**src/rtl/alu_enc_pkg.sv**
```systemverilog
// Shared types and helpers for the chord-to-opcode button encoder.
// Holds the FSM state type, the 3-button opcode table, the encode function
// and the counter-width helpers used to size the timing counters.
package alu_enc_pkg;

  typedef enum logic [1:0] {
    IDLE,
    COLLECT,
    ISSUE,
    RELEASE
  } enc_state_t;

  // Opcode table for the 3-button calculator, indexed by the chord {L,R,D}.
  // The all-zero entry exists only to complete the table. A chord of zero
  // never reaches the issue stage.
  localparam logic [3:0] OP_TABLE [8] = '{
    4'b0000, 4'b0001, 4'b0100, 4'b0101,
    4'b0110, 4'b1010, 4'b1011, 4'b1100
  };

  // Number of bits needed for a counter that runs 0 .. max_count-1.
  function automatic int unsigned cnt_width(input int unsigned max_count);
    return (max_count < 2) ? 1 : $clog2(max_count);
  endfunction

  localparam int unsigned DEF_DEBOUNCE_W = cnt_width(16);
  localparam int unsigned DEF_CHORD_W    = cnt_width(32);
  localparam int unsigned DEF_REPEAT_W   = cnt_width(4096);

  // A 3-button chord goes through the table. Any other button count passes
  // the chord through unchanged. The caller sizes the result to its opcode width.
  function automatic logic [31:0] chord_to_op(input logic [31:0] chord,
                                              input int unsigned num_btn);
    logic [31:0] result;
    result = chord;
    if (num_btn == 3) result = 32'(OP_TABLE[chord[2:0]]);
    return result;
  endfunction

endpackage

```
**src/rtl/btn_debounce.sv**
```systemverilog
// One button: a two-flop synchroniser followed by a stability counter.
// 'press' pulses for one cycle, in the same cycle that 'level' rises.
module btn_debounce
  import alu_enc_pkg::*;
#(
  parameter int unsigned DEBOUNCE_CYC = 16
) (
  input  logic clk,
  input  logic rst_n,
  input  logic btn_raw,
  output logic level,
  output logic press
);

  localparam int unsigned CNT_W = cnt_width(DEBOUNCE_CYC);

  logic             sync_q1;
  logic             sync_q2;
  logic [CNT_W-1:0] cnt;

  // Bring the asynchronous raw level into the clock domain.
  always_ff @(posedge clk or negedge rst_n) begin
    if (!rst_n) begin
      sync_q1 <= 1'b0;
      sync_q2 <= 1'b0;
    end else begin
      sync_q1 <= btn_raw;
      sync_q2 <= sync_q1;
    end
  end

  // Flip the level only after DEBOUNCE_CYC disagreeing cycles in a row.
  always_ff @(posedge clk or negedge rst_n) begin
    if (!rst_n) begin
      cnt   <= '0;
      level <= 1'b0;
      press <= 1'b0;
    end else if (sync_q2 == level) begin
      cnt   <= '0;
      press <= 1'b0;
    end else if (cnt == CNT_W'(DEBOUNCE_CYC - 1)) begin
      cnt   <= '0;
      level <= sync_q2;
      press <= sync_q2;
    end else begin
      cnt   <= cnt + CNT_W'(1);
      press <= 1'b0;
    end
  end

endmodule

```
**src/rtl/alu_op_chord_enc.sv**
```systemverilog
// Chord encoder: debounces NUM_BTN buttons and collects a chord inside a
// window that opens at the first press. It then issues one opcode over a
// valid/ready handshake.
// Optional feature: define ALU_ENC_REPEAT_EN to re-issue the op every
// REPEAT_CYC cycles while the whole chord stays held.
module alu_op_chord_enc
  import alu_enc_pkg::*;
#(
  parameter int unsigned NUM_BTN      = 3,
  parameter int unsigned OP_W         = 4,
  parameter int unsigned DEBOUNCE_CYC = 16,
  parameter int unsigned CHORD_CYC    = 32,
  parameter int unsigned REPEAT_CYC   = 4096
) (
  input  logic               clk,
  input  logic               rst_n,
  input  logic [NUM_BTN-1:0] btn_raw,
  output logic [OP_W-1:0]    op,
  output logic               op_valid,
  input  logic               op_ready,
  output logic [NUM_BTN-1:0] chord,
  output logic               busy
);

  localparam int unsigned WIN_W = cnt_width(CHORD_CYC);

  typedef logic [OP_W-1:0]    op_t;
  typedef logic [NUM_BTN-1:0] btn_t;

  if (DEBOUNCE_CYC < 2 || CHORD_CYC < 1 || REPEAT_CYC < 2) begin : g_param_check
    $error("alu_op_chord_enc: timing parameter out of range");
  end

  btn_t             levels;
  btn_t             presses;
  enc_state_t       state;
  enc_state_t       state_n;
  btn_t             chord_n;
  op_t              op_n;
  logic             op_valid_n;
  logic [WIN_W-1:0] win_cnt;
  logic [WIN_W-1:0] win_cnt_n;

`ifdef ALU_ENC_REPEAT_EN
  localparam int unsigned REP_W = cnt_width(REPEAT_CYC);
  logic [REP_W-1:0] rep_cnt;
  logic [REP_W-1:0] rep_cnt_n;
  logic             rep_live;
  logic             rep_live_n;
`endif

  for (genvar gi = 0; gi < NUM_BTN; gi++) begin : g_btn
    btn_debounce #(
      .DEBOUNCE_CYC(DEBOUNCE_CYC)
    ) u_debounce (
      .clk    (clk),
      .rst_n  (rst_n),
      .btn_raw(btn_raw[gi]),
      .level  (levels[gi]),
      .press  (presses[gi])
    );
  end

  assign busy = (state != IDLE);

  // Next state, chord accumulation, opcode capture and handshake.
  always_comb begin
    state_n    = state;
    chord_n    = chord;
    op_n       = op;
    op_valid_n = op_valid;
    win_cnt_n  = win_cnt;
`ifdef ALU_ENC_REPEAT_EN
    rep_cnt_n  = rep_cnt;
    rep_live_n = rep_live;
`endif
    unique case (state)
      IDLE: begin
        if (|presses) begin
          state_n   = COLLECT;
          chord_n   = presses;
          win_cnt_n = '0;
        end
      end
      COLLECT: begin
        chord_n   = chord | presses;
        win_cnt_n = win_cnt + WIN_W'(1);
        if (win_cnt == WIN_W'(CHORD_CYC - 1)) begin
          state_n    = ISSUE;
          op_n       = op_t'(chord_to_op(32'(chord_n), NUM_BTN));
          op_valid_n = 1'b1;
        end
      end
      ISSUE: begin
        if (op_ready) begin
          state_n    = RELEASE;
          op_valid_n = 1'b0;
`ifdef ALU_ENC_REPEAT_EN
          rep_cnt_n  = '0;
          rep_live_n = 1'b1;
`endif
        end
      end
      RELEASE: begin
        if (levels == '0) begin
          state_n = IDLE;
        end
`ifdef ALU_ENC_REPEAT_EN
        else if (rep_live) begin
          if ((levels & chord) != chord) begin
            rep_live_n = 1'b0;
          end else if (rep_cnt == REP_W'(REPEAT_CYC - 2)) begin
            state_n    = ISSUE;
            op_valid_n = 1'b1;
          end else begin
            rep_cnt_n = rep_cnt + REP_W'(1);
          end
        end
`endif
      end
      default: state_n = IDLE;
    endcase
  end

  // State and registered outputs. All of them clear immediately on reset.
  always_ff @(posedge clk or negedge rst_n) begin
    if (!rst_n) begin
      state    <= IDLE;
      chord    <= '0;
      op       <= '0;
      op_valid <= 1'b0;
      win_cnt  <= '0;
`ifdef ALU_ENC_REPEAT_EN
      rep_cnt  <= '0;
      rep_live <= 1'b0;
`endif
    end else begin
      state    <= state_n;
      chord    <= chord_n;
      op       <= op_n;
      op_valid <= op_valid_n;
      win_cnt  <= win_cnt_n;
`ifdef ALU_ENC_REPEAT_EN
      rep_cnt  <= rep_cnt_n;
      rep_live <= rep_live_n;
`endif
    end
  end

endmodule

```
**config.mk**
```make
export PLATFORM = sky130hd
export DESIGN_NAME = alu_op_chord_enc
export DESIGN_NICKNAME = d
export VERILOG_FILES = /design/src/rtl/alu_enc_pkg.sv /design/src/rtl/btn_debounce.sv /design/src/rtl/alu_op_chord_enc.sv
export SDC_FILE = /design/constraint.sdc
export NUM_CORES = 1
export LEC_CHECK = 0
export CAP_MARGIN = 20
export CORE_ASPECT_RATIO = 1.1
export CORE_MARGIN = 1.5
export CORE_UTILIZATION = 53
export CTS_BUF_LIST = sky130_fd_sc_hd__clkbuf_2 sky130_fd_sc_hd__clkbuf_4 sky130_fd_sc_hd__clkbuf_8
export CTS_CLUSTER_DIAMETER = 50
export DETAILED_ROUTE_END_ITERATION = 16
export GPL_TIMING_DRIVEN = 0
export PLACE_DENSITY = 0.77
export SYNTH_ARGS = -nofsm -noshare
export SYNTH_HDL_FRONTEND = slang
export SYNTH_SLANG_ARGS = --single-unit
```
**constraint.sdc**
```tcl
create_clock -name clk -period 1.7 [get_ports clk]
set_input_delay 0.17 -clock clk [delete_from_list [all_inputs] [get_ports clk]]
set_output_delay 0.17 -clock clk [all_outputs]
set_load 0.01 [all_outputs]
```
==> flow_metrics.py <==
metrics = {
    "pwr": {
        "internal_power_mw": 1.658,
        "p_per_area_nw_per_um2": 1144,
        "power_frac_clock": 0.194,
        "p_leak_nw": 0.9627,
        "p_sw_uw": 754.4,
        "p_comb_frac": 0.359,
        "total_power_mw": 2.413,
        "max-vdd-ir-drop_uv": 655.2,
        "swShare": 0.3127,
        "pwr-share-seq": 0.446,
    },
    "place": {
        "gp_congestion": 0.7603,
        "port_buffers": 14,
        "dp_hpwl_microns": 2042,
        "dpl_worst_slack_ns": -0.1531,
        "placed_area_sq_um": 1961,
    },
    "layout": {
        "nets": 199,
        "mostFrequentLayoutCell": "dfrtp_1",
        "final_cell_mix": "dfrtp_1 (39), clkdlybuf4s50_1 (12), o21ai_0 (11)",
        "n_antenna_cell": 0,
        "fillers": 247,
        "drive_gt1_frac": 0.1889,
        "seq_area_sq_um": 975.9,
        "multi_input_area_sq_um": 778.2,
        "final_area_sq_um": 2110,
        "areaGrowthSynthToFinish_pct": 19.91,
    },
    "die": {
        "start_util": 0.5674,
        "die_h_microns": 63.43,
        "rows": 21,
        "die_area_sq_um": 3674,
        "die_w_microns": 57.93,
        "core-area_sq_um": 3100,
        "ios": 15,
    },
    "global_routing": {
        "grt_use_total": 0.1909,
        "grt_max_degree": 40,
        "grt_pass1_wl_microns": 5319,
        "gr-total-overflow": 0,
        "antenna_found_initial": 0,
        "grt_pass1_vias": 1263,
    },
    "hold_path": {
        "min_path_type": "input port to register",
        "min_from": "btn_raw[2]",
    },
    "route": {
        "ant_nets": 0,
        "drtIter0Drc": 32,
        "avgViaCountPerCell": 5.668,
        "drt_wl_total_microns": 2946,
        "drc_errors": 2,
        "wl_per_cell_microns": 13.77,
        "first_pass_iters": 12,
        "vias": 1213,
    },
    "yosys": {
        "syn_area_sq_um": 1759,
        "synthCells": 150,
        "syn_avg_cell_area_sq_um": 11.73,
        "synth-seq-area-share": 0.5548,
        "synthesis.nets": 169,
        "synth_seq_cells": 39,
        "yosysUniqueCellTypes": 28,
        "yosysWarnings": 0,
    },
    "cts": {
        "clock_latency_ns": 0.33,
        "clock_path_buffers": 2,
        "root_buffer": "clkbuf_4",
        "clk_pin_slew_ns": 0.11,
        "cts_made_buffers": 5,
        "cts_sinks": 39,
        "htree_levels": 2,
        "cts_tree": "built",
    },
    "sta": {
        "rsz0062_at_grt": "true",
        "maxSlewViolCount": 0,
        "tightest_slew_ns": 0.8194,
        "relSlewSlack": 0.4537,
        "setup_viol": 0,
        "clock-skew-final_ns": 0.007301,
        "period_minus_slack_ns": 1.684,
        "tns_ns": 0,
        "timing.fmax_mhz": 593.8,
        "fin_ws_ns": 0.01581,
        "fin_crit_sh": 0.9907,
        "worst_hold_slack_ns": 0.2668,
        "hold_violations": 0,
    },
    "critical_path": {
        "cp-end-kind": "register",
        "worst-setup-path-type": "register to register",
        "startpoint": "state[1]",
        "crit_path_start_kind": "register",
        "arrival_ns": 1.92,
        "rr_startpoint": "state[1]",
        "worstPathMaxFanout": 4,
        "cp.required_ns": 1.93,
    },
    "outcome": {
        "violations": "design-rule violations",
        "status": "finished with violations",
    },
    "flow_run": {
        "cap_violations": 0,
    },
}
-- worst max-delay path: stages (launching register included) --
cell and delay, ns:
dfrtp_1 0.42, inv_2 0.09, ha_4 0.14, or4b_4 0.49
o2111ai_4 0.13, mux2_4 0.32
-- registers in the layout (all words and copies together) (netlist names) --
signal,flops
chord,3
g_btn.u_debounce.cnt,12
g_btn.u_debounce.level,3
g_btn.u_debounce.press,3
g_btn.u_debounce.sync_q1,3
g_btn.u_debounce.sync_q2,3
op,4
op_valid,1
state,2
win_cnt,5
-- layout make-up --
type	count	area share
Tap cell	34	0.02017
Timing Repair Buffer	24	0.1002
Inverter	10	0.01779
Clock inverter	1	0.002372
Sequential cell	39	0.4626
Clock buffer	6	0.02432
Buffer	1	0.003559
Multi-Input combinational cell	99	0.3689
-- cells in the mapped netlist, drive strengths merged --
cell	count	area, sq um
a22o	3	26.28
xnor2	6	52.55
ha	13	162.7
nor3b	6	45.04
o2bb2ai	1	8.760
o2111ai	1	15.01
mux2	5	60.05
or4b	1	13.76
a21oi	10	50.05
nand4b	3	26.28
buf	2	16.26
o21ai	12	60.06
and3	1	6.260
nand2	7	26.28
nand2b	3	18.77
or2	2	12.51
dfrtp	39	975.9
o311ai	1	8.760
nor2b	3	18.77
inv	10	37.54
nor2	8	30.03
mux2i	2	20.02
nand3	5	25.02
o22ai	3	18.77
nor4b	1	8.760
o31ai	2	15.01
-- power groups by stage --
stage / registers, mW / logic [mW] / clock network (mW)
final: 1.08 / 0.867 / 0.469
after global routing: 1.09 / 0.956 / 0.527
after detailed placement: 1.11 / 0.700 / 0
after global placement: 1.10 / 0.669 / 0
after CTS: 1.07 / 0.822 / 0.492
after floorplan: 1.09 / 0.532 / 0
-- logic make-up after synthesis --
logic type                 count (synthesis)  share of synthesized area
and+or+nand+nor                           40                     0.1316
muxes                                      7                    0.04552
DFF                                       39                     0.5548
adders and majority gates                 13                    0.09246
xor gates and xnor gates                   6                    0.02987
AOI/OAI and AO/OA                         33                     0.1152
buffers and inverters                     12                    0.03058
-- final timing paths --
path	end	slack (ns)	cells after the start
worst max-delay path	state[1]	0.02	5
min in group asynchronous	op_valid	0.45	2
max in group asynchronous	g_btn[1].u_debounce.cnt[1]	0.73	2
worst min register to register	g_btn[2].u_debounce.sync_q2	0.36	0
worst min-delay path	g_btn[2].u_debounce.sync_q1	0.27	1
worst max register to register	state[1]	0.02	5
-- repair_timing --
| item | 4_1_cts | 5_1_grt |
|---|---|---|
| setup buffers | 7 | 2 |
| hold endpoints to repair | 39 | 0 |
| pin swaps | 1 | 1 |
| resized for setup | 5 | 4 |
| endpoints found under the setup margin | 7 | 3 |
| hold buffers | 1 | 0 |
-- per-stage QoR --
stage	util	cells
after floorplan	-	150
after detailed placement	0.6324	198
after global routing	0.6804	214
after CTS	0.6715	212
after global placement	0.6340	198
final	0.6804	214
-- layer usage --
| layer | vias up | wire length (microns) | global-route usage |
|---|---|---|---|
| li1 | 587 | - | - |
| met1 | 595 | 1231 | 0.2156 |
| met2 | 23 | 1522 | 0.3168 |
| met4 | 0 | 76 | 0.09593 |
| met3 | 8 | 116 | 0.06366 |
| met5 | - | 0 | 0 |
Note: power is estimated with default switching activity, not from simulation.
